[src/rtl/spi_flash_responder.sv]
// SPI flash read-only responder (mode 0): READ (0x03) and JEDEC ID (0x9F)
// from a preloadable byte memory, oversampled in the clk domain.
module spi_flash_responder #(
  parameter int          DEPTH    = 256,
  parameter int          AW       = 8,
  parameter logic [23:0] JEDEC_ID = 24'hEF4016
) (
  input  logic          clk,
  input  logic          rst,
  input  logic          flash_csb,
  input  logic          flash_clk,
  input  logic          flash_io0_di,
  output logic          flash_io1_do,
  output logic          flash_io1_oe,
  input  logic          mem_we,
  input  logic [AW-1:0] mem_waddr,
  input  logic [7:0]    mem_wdata,
  output logic          busy,
  output logic [15:0]   rd_count
);

  typedef enum logic [2:0] {IDLE, CMD, ADDR, DATA, ID, IGNORE} state_t;

  localparam int SW = (AW > 8) ? AW : 8;

  state_t        state_reg, state_next;
  logic [1:0]    csb_sync, sck_sync, mosi_sync;
  logic          csb_prev, sck_prev;
  logic [1:0]    valid_reg;
  logic          armed_reg;
  logic [4:0]    bit_cnt;
  logic [2:0]    out_cnt;
  logic          load_pending;
  logic [SW-2:0] shift_in;
  logic [SW-1:0] in_word;
  logic [23:0]   shift_out;
  logic [AW-1:0] addr_reg;
  logic [7:0]    rdata_reg;
  logic [7:0]    mem [DEPTH];

  logic csb_s, sck_s, mosi;
  logic csb_fall, csb_rise, sck_rise, sck_fall;

  always_ff @(posedge clk) begin
    if (rst) begin
      csb_sync  <= 2'b11;
      sck_sync  <= 2'b00;
      mosi_sync <= 2'b00;
      csb_prev  <= 1'b1;
      sck_prev  <= 1'b0;
      valid_reg <= 2'b00;
      armed_reg <= 1'b0;
    end else begin
      csb_sync  <= {csb_sync[0], flash_csb};
      sck_sync  <= {sck_sync[0], flash_clk};
      mosi_sync <= {mosi_sync[0], flash_io0_di};
      csb_prev  <= csb_sync[1];
      sck_prev  <= sck_sync[1];
      valid_reg <= {valid_reg[0], 1'b1};
      // Only a csb that has been seen high since reset may start a transaction.
      if (valid_reg[1] && csb_sync[1])
        armed_reg <= 1'b1;
    end
  end

  assign csb_s    = csb_sync[1];
  assign sck_s    = sck_sync[1];
  assign mosi     = mosi_sync[1];
  assign csb_fall = armed_reg & csb_prev & ~csb_s;
  assign csb_rise = ~csb_prev & csb_s;
  assign sck_rise = ~csb_rise & ~sck_prev & sck_s;
  assign sck_fall = ~csb_rise & sck_prev & ~sck_s;
  assign in_word  = {shift_in, mosi};

  always_ff @(posedge clk) begin
    if (rst)
      state_reg <= IDLE;
    else
      state_reg <= state_next;
  end

  always_comb begin
    state_next = state_reg;
    case (state_reg)
      IDLE:   if (csb_fall) state_next = CMD;
      CMD:
        if (sck_rise && bit_cnt == 5'd7) begin
          case (in_word[7:0])
            8'h03:   state_next = ADDR;
            8'h9F:   state_next = ID;
            default: state_next = IGNORE;
          endcase
        end
      ADDR:   if (sck_fall && bit_cnt == 5'd24) state_next = DATA;
      default: state_next = state_reg;
    endcase
    if (csb_rise)
      state_next = IDLE;
  end

  always_ff @(posedge clk) begin
    if (rst) begin
      bit_cnt      <= '0;
      out_cnt      <= '0;
      load_pending <= 1'b0;
      shift_in     <= '0;
      shift_out    <= '0;
      addr_reg     <= '0;
      rd_count     <= '0;
    end else begin
      case (state_reg)
        IDLE:
          if (csb_fall) begin
            bit_cnt      <= '0;
            shift_out    <= '0;
            load_pending <= 1'b0;
          end
        CMD:
          if (sck_rise) begin
            shift_in <= in_word[SW-2:0];
            if (bit_cnt == 5'd7) begin
              bit_cnt      <= '0;
              load_pending <= (in_word[7:0] == 8'h9F);
            end else begin
              bit_cnt <= bit_cnt + 5'd1;
            end
          end
        ADDR: begin
          if (sck_rise && bit_cnt != 5'd24) begin
            shift_in <= in_word[SW-2:0];
            bit_cnt  <= bit_cnt + 5'd1;
            if (bit_cnt == 5'd23)
              addr_reg <= in_word[AW-1:0];
          end
          // rdata_reg already holds mem[addr_reg] by the time this edge arrives.
          if (sck_fall && bit_cnt == 5'd24) begin
            shift_out <= {rdata_reg, 16'h0000};
            addr_reg  <= addr_reg + 1'b1;
            out_cnt   <= '0;
          end
        end
        DATA:
          if (sck_fall) begin
            if (out_cnt == 3'd7) begin
              shift_out <= {rdata_reg, 16'h0000};
              addr_reg  <= addr_reg + 1'b1;
              out_cnt   <= '0;
              if (rd_count != 16'hFFFF)
                rd_count <= rd_count + 16'd1;
            end else begin
              shift_out <= {shift_out[22:0], 1'b0};
              out_cnt   <= out_cnt + 3'd1;
            end
          end
        ID:
          if (sck_fall) begin
            if (load_pending) begin
              shift_out    <= JEDEC_ID;
              load_pending <= 1'b0;
              out_cnt      <= '0;
            end else begin
              shift_out <= {shift_out[22:0], 1'b0};
              out_cnt   <= out_cnt + 3'd1;
              if (out_cnt == 3'd7 && rd_count != 16'hFFFF)
                rd_count <= rd_count + 16'd1;
            end
          end
        default: ;
      endcase
    end
  end

  // Memory is never reset; the read port always prefetches the next byte.
  always_ff @(posedge clk) begin
    if (mem_we)
      mem[mem_waddr] <= mem_wdata;
    rdata_reg <= mem[addr_reg];
  end

  assign flash_io1_oe = (state_reg == DATA) || (state_reg == ID);
  assign flash_io1_do = flash_io1_oe & shift_out[23];
  assign busy         = (state_reg != IDLE);

endmodule

[config.mk]
export PLATFORM = sky130hd
export DESIGN_NAME = spi_flash_responder
export DESIGN_NICKNAME = d
export VERILOG_FILES = /design/src/rtl/spi_flash_responder.sv
export SDC_FILE = /design/constraint.sdc
export NUM_CORES = 2
export LEC_CHECK = 0
export CAP_MARGIN = 20
export CORE_ASPECT_RATIO = 0.75
export CORE_UTILIZATION = 40
export CTS_CLUSTER_SIZE = 14
export DETAILED_ROUTE_END_ITERATION = 7
export GPL_TIMING_DRIVEN = 0
export PLACE_DENSITY = 0.59
export SKIP_CTS_REPAIR_TIMING = 1
export SLEW_MARGIN = 10
export SYNTH_ARGS = -nofsm -noshare
export SYNTH_HDL_FRONTEND = slang
export SYNTH_SLANG_ARGS = --single-unit
export TNS_END_PERCENT = 10
[constraint.sdc]
create_clock -name clk -period 2.9 [get_ports clk]
set_input_delay 0.58 -clock clk [delete_from_list [all_inputs] [get_ports clk]]
set_output_delay 0.58 -clock clk [all_outputs]
set_load 0.005 [all_outputs]
# After elaboration in Yosys (flattened, before gate mapping)
# Memory sizes are Yosys's and may differ from the RTL's. A register that Yosys moved wholly into a read port is not among the register bits.
# Cells that the tools add are included.
[classes] eq_ne=26 muxes=47 n_addsub=4 reduce_logical=24 bitwise_logic=13
[ops] operator="$mux W24" count=6
[ops] operator="$mux W16" count=6
[ops] operator="$pmux W24 S4" count=1
[ops] operator="$mux W8" count=5
[ops] operator="$pmux W16 S2" count=1
[ops] operator="$mux W3" count=8
[ops] operator="$ne A2 B2 Y1 const B" count=12
[ops] operator="$mux W5" count=4
[ops] operator="$pmux W3 S3" count=2
[ops] operator="$add A16 B1 Y16 const B" count=1
[ops] operator="$ne A16 B16 Y1 const B" count=1
[ops] operator="$pmux W8 S2" count=1
[ops] operator="$pmux W5 S3" count=1
[ops] operator="$reduce_and A5 Y1" count=3
[ops] operator="$mux W7" count=2
[ops] operator="$pmux W7 S2" count=1
[ops] operator="$reduce_and A4 Y1" count=3
[ops] operator="$reduce_bool A3 Y1" count=4
[ops] operator="$eq A5 B5 Y1 const B" count=2
[ops] operator="$add A8 B1 Y8 const B" count=1
[ops] operator="$and A1 B1 Y1" count=8
[ops] operator="$eq A8 B2 Y1 const B" count=1
[ops] operator="$eq A8 B8 Y1 const B" count=1
[ops] operator="$mux W1" count=7
[ops] operator="19 further kinds" count=32
[word_totals] reg_bits=78 elab_cells=131 mem_bits_rw=2048 in_bits=22 n_memories=1 output_inout_bits=19
[memory_table] name="mem" depth=256 width=8 read_ports=1 rd_ports_with_merged_regs=1 write_ports=1 line="39" text="logic [7:0] mem [DEPTH];"

# Depth between registers and ports, before layout
[depth] ltp_word=9 depth_mapped=12 mapped_depth_nobuf=8

# Least setup slack after synthesis
# Ideal clock, no wire load.
[synth_path] kind="input to register" startpoint="in mem_waddr[3]" endpoint="mem mem[235][0] (enable)" path_buffers=3 t_required_ns=2.530 setup_ns=0.370 setup_slack_ns=0.504 stages=6 arrival_time_ns=2.026 path_cell_list="clkbuf_1 nor2b_1 clkbuf_1 nand4_1 clkbuf_1 nor2_1"
[synth_lines] item="start: declaration" line="16" text="input logic [AW-1:0] mem_waddr,"
[synth_lines] item="end: declaration" line="39"
# Straight into the memory's write port.

==> impl_metrics.yaml <==
setup_path:
  rr_endpoint: "rdata_reg[5]"
  r2r_start: "addr_reg[3]"
  required_ns: 3.58
  cp_max_fo: 10
  critPathKind: "flip-flop to flip-flop"
  crit_path_start_kind: "flip-flop"
  crit_path_start: "addr_reg[3]"
  r2r_slack_ns: -0.73
  cp-end-kind: "flip-flop"
  cp_cell_sequence: "clkbuf_4 -> buf_6 -> nor2_4 -> clkbuf_4 -> a22o_1 -> o21ai_4 -> nand4_1 -> o221ai_2 -> o31ai_2"
  critPathSlowestCell: "dfxtp_1"
  max_stage_delay_ns: 0.45
  r2r_cells: 9
  path_common_cell: "clkbuf_4"
  worstPathArrival_ns: 4.31
power:
  power.density_nw_per_um2: 604
  leakage_nw: 30.2
  peakVddDrop_mv: 0.543
hold_path:
  holdPathEnd: "mem[169][1]"
  whs_path_depth: 1
  hp-start: "mem_wdata[1]"
  holdCritPathClass: "input port to flip-flop"
layout:
  largest_reg_flops: 2048
  reg_top3: "mem x2048, shift_out x23, rd_count x16"
  area_delta_synth_final_pct: 18.8
  num-fill-cells: 16900
  largest_register: "mem"
  nNetsFinal: 4744
  layout.cells.most_common_list: "edfxtp_1, mux4_2, nor2_1, clkbuf_16"
  fin_cells: 7665
  drive_gt1_share_pct: 27.9
  final_common_cell: "edfxtp_1"
routing:
  route.detailed.drc: 17
  via_per_inst: 6.72
  num_vias: 51500
  dr.pass1.iters: 8
  wl_mm: 345
  antenna_left: 0
  drt_iter0_drc: 11000
  wl_per_cell_microns: 45.0
sta:
  fin_tns_setup_ns: -146.76
  hold_ws_ns: 0.00721
  skew_ns: 0.0353
  tightest_slew_ns: 1.29
  drv_slew: 0
  max_freq_ghz: 0.275
  rsz0062_at_grt: "true"
  finalSetupViolCount: 1043
  fin_crit_sh_pct: 125
  finalHoldViolations: 0
  period_needed_ns: 3.63
  timing.final.ws_setup_ns: -0.731
  relSlewSlack_pct: 14.1
grt:
  grt-ovfl-total: 0
  grt_antenna_before_repair: 29
  grt_usage_pct: 32.0
  grt_first_pass_wirelength_mm: 438
  grt_pass1_vias: 45100
  grt_max_degree: 149
logic_synthesis:
  synth-async-reset-ratio_pct: 0
  synthFlopType: "edfxtp_1"
  yosysWarningCount: 0
  synth_top_area_share_pct: 73.6
  syn_area_per_cell_sq_um: 19.8
  synthTopCellsByArea: "edfxtp_1, mux4_2, mux2i_1"
  syn_nets: 4242
  synth_area_sq_um: 83600
  synth_edf_count: 2048
  synth_cell_types: 87
  syn_inst: 4214
  ys_ff_latch: 2133
  yosys.area.top_type: "edfxtp_1"
  yosysSeqAreaShare_pct: 75.6
clock_network:
  insertion_delay_ns: 0.86
  cts_tree: "done"
  cts-htree-levels: 4
  cts_buffer_depth: 4
  cts_made_buffers: 202
  clk_pin_slew_ns: 0.07
  cts-root-buf: "clkbuf_16"
  cts_sinks: 2133
place:
  hpwlAfterDp_mm: 223
  placed_cells_incl_taps: 7077
  pre_cts_ws_ns: -3.10
  io_buffers: 34
  gp_congestion: 1.02
die:
  die_area_sq_um: 211000
  row_count: 144
  die_h_microns: 398
  fp.coreArea_sq_um: 206000
  pin_count: 41
  die_w_microns: 530
  initial_core_util_pct: 40.5
status:
  violations: "DRC, setup timing"
  status: "finished with violations"
run:
  cap_violations: 0
-- worst max-delay path: cells and delay by family (launching register included) --
kind	cells	cell delay [ns]
AOI/OAI and AO/OA	4	1.39
buffers and inverters	3	0.99
and+or+nand+nor	2	0.56
DFF	1	0.45
-- worst max-delay path by stage --
| stage | endpoint | slack [ns] | depth (start not counted) |
|---|---|---|---|
| finish | rdata_reg[5] | -0.73 | 9 |
| global route | rdata_reg[5] | -0.44 | 9 |
| CTS | rdata_reg[6] | -3.12 | 10 |
| detailed placement | rdata_reg[6] | -3.10 | 10 |
| global placement | mem[110][6] | -6.93 | 1 |
| floorplan | mem[235][0] | 0.50 | 6 |
-- power by group --
part | internal [W] | switching [W] | total, W | leakage (nW)
Clock | 0.0135 | 0.0118 | 0.0253 | 2.90
Sequential | 0.0338 | 0.0000182 | 0.0338 | 19.1
Combinational | 0.000136 | 0.000762 | 0.000898 | 8.21
-- synth_stat cells (20+ instances only) --
| cell | count |
|---|---|
| edfxtp_1 | 2048 |
| mux4_2 | 449 |
| nor2_1 | 345 |
| mux2i_1 | 193 |
| clkbuf_1 | 126 |
| a21oi_1 | 102 |
| nand2_1 | 90 |
| dfxtp_1 | 85 |
| a22oi_1 | 69 |
| buf_2 | 57 |
| o21ai_0 | 52 |
| nand3_1 | 48 |
| a221oi_1 | 41 |
| buf_6 | 31 |
| a22o_1 | 26 |
| o221ai_1 | 26 |
| nor2b_1 | 24 |
| a211oi_1 | 22 |
| buf_4 | 22 |
| nand4_1 | 20 |
| o22ai_1 | 20 |
-- metal layers --
layer / wire [microns] / global-route usage [%]
met1: 125000 / 43.0
met3: 64400 / 18.0
met5: 751 / 0.814
met2: 134000 / 41.0
met4: 20500 / 15.6
-- kinds of logic after synthesis --
group | share of synthesized area (%)
xor+xnor | 0.105
simple gates | 3.59
compound gates | 4.06
fa+ha+maj | 0.0898
flops | 75.6
mux | 14.6
buf+inv | 1.93
-- final cells by class --
class	count	area (sq um)	area share, %
sequential	2133	63200	63.6
clock buffer	261	5320	5.35
clock inverter	94	642	0.646
inverter	12	52.6	0.0529
antenna	24	60.1	0.0605
tap	2774	3470	3.49
buffer	264	3300	3.33
timing repair buffer	299	3570	3.59
multi-input combinational	1804	19700	19.8
-- through the flow --
stage | utilization (%) | power, W | instance area [sq um]
detailed placement | 42.9 | 0.0353 | 88700
global placement | 42.3 | 0.0356 | 87400
global route | 48.1 | 0.0610 | 99300
floorplan | - | 0.0346 | 83600
CTS | 45.8 | 0.0598 | 94600
finish | 48.1 | 0.0600 | 99300
Power figures use the tool's default switching activity.
